### src/rtl/fft_agu_pkg.sv
// Shared types and helpers for the radix-2 FFT butterfly address generator.
package fft_agu_pkg;

   typedef enum logic [1:0] {
      StIdle = 2'd0,
      StRun  = 2'd1,
      StFin  = 2'd2
   } agu_state_e;

   // Smallest stage-index width able to hold the value awl.
   function automatic int unsigned swl_from_awl(input int unsigned awl);
      return $clog2(awl + 1);
   endfunction

   // Left shift that scales a stage-local twiddle index onto the full-size ROM.
   function automatic int unsigned tw_shift(input int unsigned awl, input int unsigned stg);
      return awl - 1 - stg;
   endfunction

endpackage

### src/rtl/onehot_stage_reg.sv
// One-hot butterfly span register: resets and loads to 1, shifts left per stage.
module onehot_stage_reg #(
   parameter int unsigned W = 5
) (
   input  logic         clk,
   input  logic         rst,
   input  logic         load_one,
   input  logic         shift,
   output logic [W-1:0] q
);

   // Span register; load_one wins over shift.
   always_ff @(posedge clk or posedge rst) begin
      if (rst) begin
         q <= W'(1);
      end else if (load_one) begin
         q <= W'(1);
      end else if (shift) begin
         q <= {q[W-2:0], 1'b0};
      end
   end

endmodule

### src/rtl/fft_butterfly_agu.sv
// Self-sequencing operand/twiddle address generator for an in-place radix-2 FFT.
module fft_butterfly_agu
   import fft_agu_pkg::*;
#(
   parameter int unsigned AWL = 5,
   parameter int unsigned SWL = swl_from_awl(AWL)
) (
   input  logic           clk,
   input  logic           rst,
   input  logic           start,
   input  logic [SWL-1:0] cfg_log2n,
   input  logic           ready,
   output logic           valid,
   output logic [AWL-1:0] a_addr,
   output logic [AWL-1:0] b_addr,
   output logic [AWL-2:0] tw_addr,
   output logic [SWL-1:0] stage,
   output logic           last_in_stage,
   output logic           busy,
   output logic           done
);

   agu_state_e     state_q, state_d;
   logic [AWL-1:0] addr_q, addr_d;
   logic [SWL-1:0] stage_q, stage_d;
   logic [AWL-2:0] cnt_q, cnt_d;
   logic [SWL-1:0] n_q, n_d;
   logic [AWL-1:0] lay;

   logic           run;
   logic           start_acc;
   logic           xfer;
   logic           last_beat;
   logic           last_stage;
   logic           stage_adv;
   logic [SWL-1:0] n_in;
   logic [AWL-1:0] n_mask;
   logic [AWL-2:0] last_cnt;
   logic [AWL-1:0] addr_inc;
   logic [AWL-2:0] tw_v;

   onehot_stage_reg #(
      .W (AWL)
   ) u_lay (
      .clk      (clk),
      .rst      (rst),
      .load_one (start_acc),
      .shift    (stage_adv),
      .q        (lay)
   );

   // Decode of the current position within the run.
   always_comb begin
      run        = (state_q == StRun);
      start_acc  = (state_q == StIdle) && start;
      xfer       = run && ready;
      n_in       = (cfg_log2n > SWL'(AWL)) ? SWL'(AWL) : cfg_log2n;
      // Shifting all-ones by n (up to AWL) leaves exactly the low n bits set after inversion.
      n_mask     = ~({AWL{1'b1}} << n_q);
      last_cnt   = ~({(AWL-1){1'b1}} << (n_q - SWL'(1)));
      last_beat  = run && (cnt_q == last_cnt);
      last_stage = (stage_q == (n_q - SWL'(1)));
      stage_adv  = xfer && last_beat && !last_stage;
      // Next A: bump B and clear the span bit, which skips all addresses with that bit set.
      addr_inc   = (~lay & ((addr_q | lay) + AWL'(1))) & n_mask;
      tw_v       = (AWL-1)'((addr_q & (lay - AWL'(1))) << tw_shift(AWL, 32'(stage_q)));
   end

   // FSM next state.
   always_comb begin
      state_d = state_q;
      unique case (state_q)
         StIdle: begin
            if (start) begin
               state_d = (n_in == '0) ? StFin : StRun;
            end
         end
         StRun: begin
            if (xfer && last_beat && last_stage) begin
               state_d = StFin;
            end
         end
         StFin:   state_d = StIdle;
         default: state_d = StIdle;
      endcase
   end

   // Datapath next state: address, stage and butterfly counters, latched order.
   always_comb begin
      addr_d  = addr_q;
      stage_d = stage_q;
      cnt_d   = cnt_q;
      n_d     = n_q;
      if (start_acc) begin
         n_d     = n_in;
         addr_d  = '0;
         stage_d = '0;
         cnt_d   = '0;
      end else if (xfer) begin
         if (!last_beat) begin
            addr_d = addr_inc;
            cnt_d  = cnt_q + (AWL-1)'(1);
         end else if (!last_stage) begin
            addr_d  = '0;
            stage_d = stage_q + SWL'(1);
            cnt_d   = '0;
         end
      end
   end

   // State registers.
   always_ff @(posedge clk or posedge rst) begin
      if (rst) begin
         state_q <= StIdle;
         addr_q  <= '0;
         stage_q <= '0;
         cnt_q   <= '0;
         n_q     <= '0;
      end else begin
         state_q <= state_d;
         addr_q  <= addr_d;
         stage_q <= stage_d;
         cnt_q   <= cnt_d;
         n_q     <= n_d;
      end
   end

   // Outputs; beat fields are forced to zero outside RUN.
   always_comb begin
      valid         = run;
      busy          = run;
      done          = (state_q == StFin);
      last_in_stage = last_beat;
      a_addr        = run ? addr_q : '0;
      b_addr        = run ? (addr_q | lay) : '0;
      tw_addr       = run ? tw_v : '0;
      stage         = run ? stage_q : '0;
   end

endmodule

### config.mk
export PLATFORM = sky130hd
export DESIGN_NAME = fft_butterfly_agu
export DESIGN_NICKNAME = d
export VERILOG_FILES = /design/src/rtl/fft_agu_pkg.sv /design/src/rtl/onehot_stage_reg.sv /design/src/rtl/fft_butterfly_agu.sv
export SDC_FILE = /design/constraint.sdc
export NUM_CORES = 1
export LEC_CHECK = 0
export CORE_UTILIZATION = 46
export DETAILED_ROUTE_END_ITERATION = 8
export DONT_BUFFER_PORTS = 1
export HOLD_SLACK_MARGIN = 0.1
export PLACE_DENSITY = 0.6
export SYNTH_ARGS = -nofsm -noshare
export SYNTH_HDL_FRONTEND = slang
export SYNTH_HIERARCHICAL = 1
export SYNTH_SLANG_ARGS = --single-unit
### constraint.sdc
create_clock -name clk -period 3.3 [get_ports clk]
set_input_delay 0.99 -clock clk [delete_from_list [all_inputs] [get_ports clk]]
set_output_delay 0.99 -clock clk [all_outputs]
set_load 0.05 [all_outputs]
## After elaboration in Yosys (flattened, before gate mapping)

Index checks and enable logic that the tools add are counted.

- Bits of input ports: 7
- Word-level logic and storage cells: 69
- Flip-flop bits (word level): 22
- Output and inout bits: 21

- Bitwise gates (word level): 7
- Order comparisons: 1
- Equality and inequality tests: 8
- Reductions and logical operators: 15
- Muxes and demuxes: 23
- Add/subtract/negate cells: 6
- Shift operators: 3

Operators by type and width:

| cell | number |
|---|---|
| 5-bit 2-to-1 mux | 8 |
| 5-bit by 32-bit << shifter with 4-bit output | 1 |
| 4-bit 2-to-1 mux | 5 |
| 3-bit 2-to-1 mux | 6 |
| 5-bit AND | 3 |
| 5-bit inverter | 2 |
| 1-bit logical AND | 6 |
| 2-bit 2-to-1 mux | 3 |
| 2-bit nonzero test | 3 |
| 5-bit by 1-bit adder with 5-bit output (second input constant) | 1 |
| 5-bit bitwise OR | 1 |
| 5-bit by 3-bit << shifter with 5-bit output (first input constant) | 1 |
| 5-bit by 1-bit subtractor with 5-bit output (second input constant) | 1 |
| 4-bit by 1-bit adder with 4-bit output (second input constant) | 1 |
| 4-bit equality test | 1 |
| 2-bit inequality test (second input constant) | 2 |
| 4-bit inverter | 1 |
| 2-bit one-hot mux with 2 select lines | 1 |
| 2-bit AND reduction | 2 |
| 4-bit by 3-bit << shifter with 4-bit output (first input constant) | 1 |
| 3-bit by 3-bit subtractor with 4-bit output (first input constant) | 1 |
| 3-bit by 1-bit adder with 3-bit output (second input constant) | 1 |
| 3-bit equality test | 1 |
| 3-bit > comparator (second input constant) | 1 |
| other kinds (9) | 9 |

## Logic depth before layout (Yosys ltp)

- Depth in word-level cells: 9
- Mapped depth: 10
- Gate-level depth less buffers: 9

## Modules after synthesis

Netlist, hierarchy kept.

By module, submodules not included:

| module | cells each | area each (µm²) | sequential area each (µm²) | times used |
|---|---|---|---|---|
| fft_butterfly_agu | 171 | 1410.1 | 425.4 | 1 |
| onehot_stage_reg | 17 | 207.7 | 126.4 | 1 |

## Worst setup path after synthesis

OpenSTA, ideal clock, no wires.

- Kind: flip-flop to output port
- From: register u_lay.q[0]
- To: output tw_addr[3]
- Stages on the path, launching flop included: 8
- Slack: -249 ps
- Arrival time: 2559 ps
- Buffers on the path: 0
- Required time: 2310 ps
- Cells stage by stage: dfstp_2 > inv_1 > ha_1 > nand2b_1 > nor2_1 > a31oi_1 > o32a_1 > a211oi_1

- Word-level cells in the longest chain between the ends: 4

Ends and longest elaborated chain:

| item | line | source |
|---|---|---|
| start: declaration | onehot_stage_reg.sv:9 | `output logic [W-1:0] q` |
| start signal: assignment | onehot_stage_reg.sv:19 | `q <= {q[W-2:0], 1'b0};` |
| 5-bit by 1-bit subtractor with 5-bit output | fft_butterfly_agu.sv:66 | `tw_v = (AWL-1)'((addr_q & (lay - AWL'(1))) << tw_shift(AWL, 32'(stage_q)));` |
| 5-bit AND | fft_butterfly_agu.sv:66 |  |
| 5-bit by 32-bit << shifter with 4-bit output | fft_butterfly_agu.sv:66 |  |
| 4-bit 2-to-1 mux | fft_butterfly_agu.sv:136 | `tw_addr = run ? tw_v : '0;` |
| end: declaration | fft_butterfly_agu.sv:16 | `output logic [AWL-2:0] tw_addr,` |

No other way between the ends.

## Final worst setup path

- From: register n_q[1]
- To: output last_in_stage

- Word-level cells in the longest chain between the ends: 5

Ends and longest elaborated chain:

| item | line | source |
|---|---|---|
| start: declaration | fft_butterfly_agu.sv:27 | `logic [SWL-1:0] n_q, n_d;` |
| start signal: assignment | fft_butterfly_agu.sv:124 | `n_q <= n_d;` |
| 3-bit by 1-bit subtractor with 3-bit output | fft_butterfly_agu.sv:60 | `last_cnt = ~({(AWL-1){1'b1}} << (n_q - SWL'(1)));` |
| 4-bit by 3-bit << shifter with 4-bit output | fft_butterfly_agu.sv:60 |  |
| 4-bit inverter | fft_butterfly_agu.sv:60 |  |
| 4-bit equality test | fft_butterfly_agu.sv:61 | `last_beat = run && (cnt_q == last_cnt);` |
| 1-bit logical AND | fft_butterfly_agu.sv:61 |  |
| end: declaration | fft_butterfly_agu.sv:18 | `output logic last_in_stage,` |

No other way between the ends.

==> metrics <==
Max Cap Violations=0; drt initial violations=85; Die Y-Extent=around 60 um; clock slew at reported path FFs=~0.13 ns; syn_area_per_cell=8.605 um2; utilization after layout=between 50% and 60%; unrepaired setup endpoints after global routing=false; top post-synthesis cells by area=dfrtp_1 (32%), ha_1 (8.5%), nor2_1 (6.7%); number of synthesized flops with an enable pin=0; global-route usage over all layers=between 20% and 30%; total core area=roughly 3400 um2; P&R area growth vs syn=16.63%; critical path arrival=2.21 ns; H-Tree Depth=1; antenna violations before repair=0; total CTS buffers=3; final worst path period share=97.03%; Worst EP required=around 2.3 ns; Post-DRT Antenna Nets=0; syn nets=just over 200; Pwr Density=roughly 1000 nW/um2; Pleak=0.8394 nW; Setup crit end kind=output pin; number of hold violations in the final report=0; I/O pin total=28; cells after synthesis=around 190; clk_lat worst skew=roughly 0.32 ns; cells on worst reg2reg path=10; post-synth top area share=roughly a third; design area=roughly 1900 um2; vias=between 1,000 and 1,500; final-report setup violation count=0; Root Buffer=clkbuf_4; register area share after synthesis=approximately a third; DR pass1 iterations=4; Cell Area, Synth=approximately 1600 um2; count of input and output buffers=0; GRT overflow=0; outcome=complete, no violations; wire per inst=15.64 um; residual DRC count=0; flops & latches, synth=22; hold_buf cts=0; layout cell share with drive strength beyond 1=~22%; Yosys cell types=between 40 and 50; DP HPWL=~3000 um; first-pass GRT wire length=around 6100 um; Crit Path Category=reg -> out; Slew @ Worst Pin=between 0.7 and 0.8 ns; clock skew=approximately 0.0012 ns; number of diodes=0; vias in the first global route=between 1,000 and 1,500; Synth Flop Type=dfrtp_1; CP max FO=5; Row Count=21; initial core utilization=about half; Rel. slew slack=49.09%; R2R setup slack=~0.69 ns; asr flop ratio synth=100.0%; Syn. warnings=6; reg2reg end=stage_q[2]; HP Class=in -> async; vias per std cell=about 5.5; Startpoint Class=flop; die width=a little over 60 um; post-placement cell area=1759 um2; fill count=336; count of pins over their slew limit=0; pin count of the biggest net entering global routing=18; TritonCTS clock tree=yes; final WL=between 3000 and 4000 um; GPL Wtd Cong=0.8457; Fmax=312.3 MHz; post-route minimum period=roughly 3.2 ns; most frequent cells in the layout=nor2_1 (28), dfrtp_1 (20), buf_4 (18); VDD IR max=approximately 0.44 mV; CTS max path bufs=2; Final nets=between 200 and 250; Reg-to-Reg Start=n_q[1]; most common cell after layout, fill and taps aside=nor2_1; Die ar.=~3800 um2; # clock sinks=22; Yosys top cell by area=dfrtp_1; setup TNS=0 ns
==> routing by layer <==
| metal | wire [um] | global-route usage [%] | vias to the layer above |
|---|---|---|---|
| li1 | - | - | 683 |
| met1 | 1888 | 31.30 | 669 |
| met2 | 1872 | 37.58 | 29 |
| met3 | 118 | 1.891 | 5 |
| met4 | 47 | 6.818 | 0 |
| met5 | 0 | 0 | - |
==> layout make-up <==
| class | instances | area, um2 | area share (%) |
|---|---|---|---|
| timing repair buffer | 19 | 146.4 | 7.759 |
| inverter | 19 | 87.58 | 4.642 |
| multi-input combinational | 141 | 1006 | 53.32 |
| sequential | 22 | 553.0 | 29.31 |
| clock buffer | 4 | 36.28 | 1.923 |
| tap | 46 | 57.56 | 3.050 |
==> cells in the mapped netlist (all sizes together), types with 2 or more instances <==
library cell	number
a21oi	8
nand2	14
o21ai	8
xor2	6
nor2b	2
dfrtp	21
inv	18
nand2b	5
a211oi	4
or3	2
nor2	29
buf	5
nor3	5
nand3	7
mux2i	6
o31ai	3
nand4	2
a31oi	2
and2	5
nor4	2
xnor2	3
ha	11
o22ai	2
==> cells by family after synthesis <==
kind of cell | after synthesis | share of synthesized area (%)
compound gates | 36 | 16.01
xor+xnor | 9 | 5.337
flops | 22 | 34.11
simple gates | 79 | 24.44
buf+inv | 25 | 7.888
fa+ha+maj | 11 | 8.507
mux | 6 | 3.712
==> worst max-delay path, cell delays in order, from the launching register on <==
cell and delay [ns]:
dfrtp_1 0.42, inv_1 0.10, ha_1 0.17, inv_1 0.09, ha_4 0.31, nand2b_4 0.13, o2111ai_4 0.15, or2_4 0.32
clkinvlp_4 0.20
==> report_power, final <==
part           internal, mW  switching, mW
sequential            0.353          0.132
clock                0.0675         0.0895
combinational         0.460          0.787
total                 0.880           1.01
==> flip-flops by register name, summed over array words and instances, names as in the netlist <==
register  count
stage_q       3
u_lay/q       5
n_q           3
cnt_q         4
state_q       2
addr_q        5
==> per-stage QoR <==
step / total power, mW / hold WS [ns] / setup WS, ns / cells
after detailed placement: 1.595 / 0.5353 / 0.2287 / 243
after CTS: 1.800 / 0.4441 / 0.0005187 / 248
after global placement: 1.563 / 0.5292 / 0.3126 / 243
final: 1.889 / 0.4431 / 0.09807 / 251
after global routing: 2.022 / 0.4406 / 0.003186 / 251
after floorplan: 1.374 / 0.4776 / 0.1818 / 188
==> what timing repair did <==
item	in CTS	in global routing
setup endpoints to repair	1	3
pin swaps	1	3
setup buffers	1	3
endpoints found under the hold margin	0	0
gates resized for setup	3	9
==> worst max-delay path by stage <==
stage | startpoint | endpoint | slack [ns] | depth (start not counted)
4_1_cts | n_q[0] | last_in_stage | 0.0005 | 8
3_3_place_gp | n_q[0] | last_in_stage | 0.31 | 8
2_1_floorplan | stage_q[0] | tw_addr[0] | 0.18 | 6
6_report | n_q[1] | last_in_stage | 0.1 | 8
3_5_place_dp | n_q[0] | last_in_stage | 0.23 | 8
5_1_grt | n_q[1] | last_in_stage | 0.003 | 8
Power figures use the tool's default switching activity.
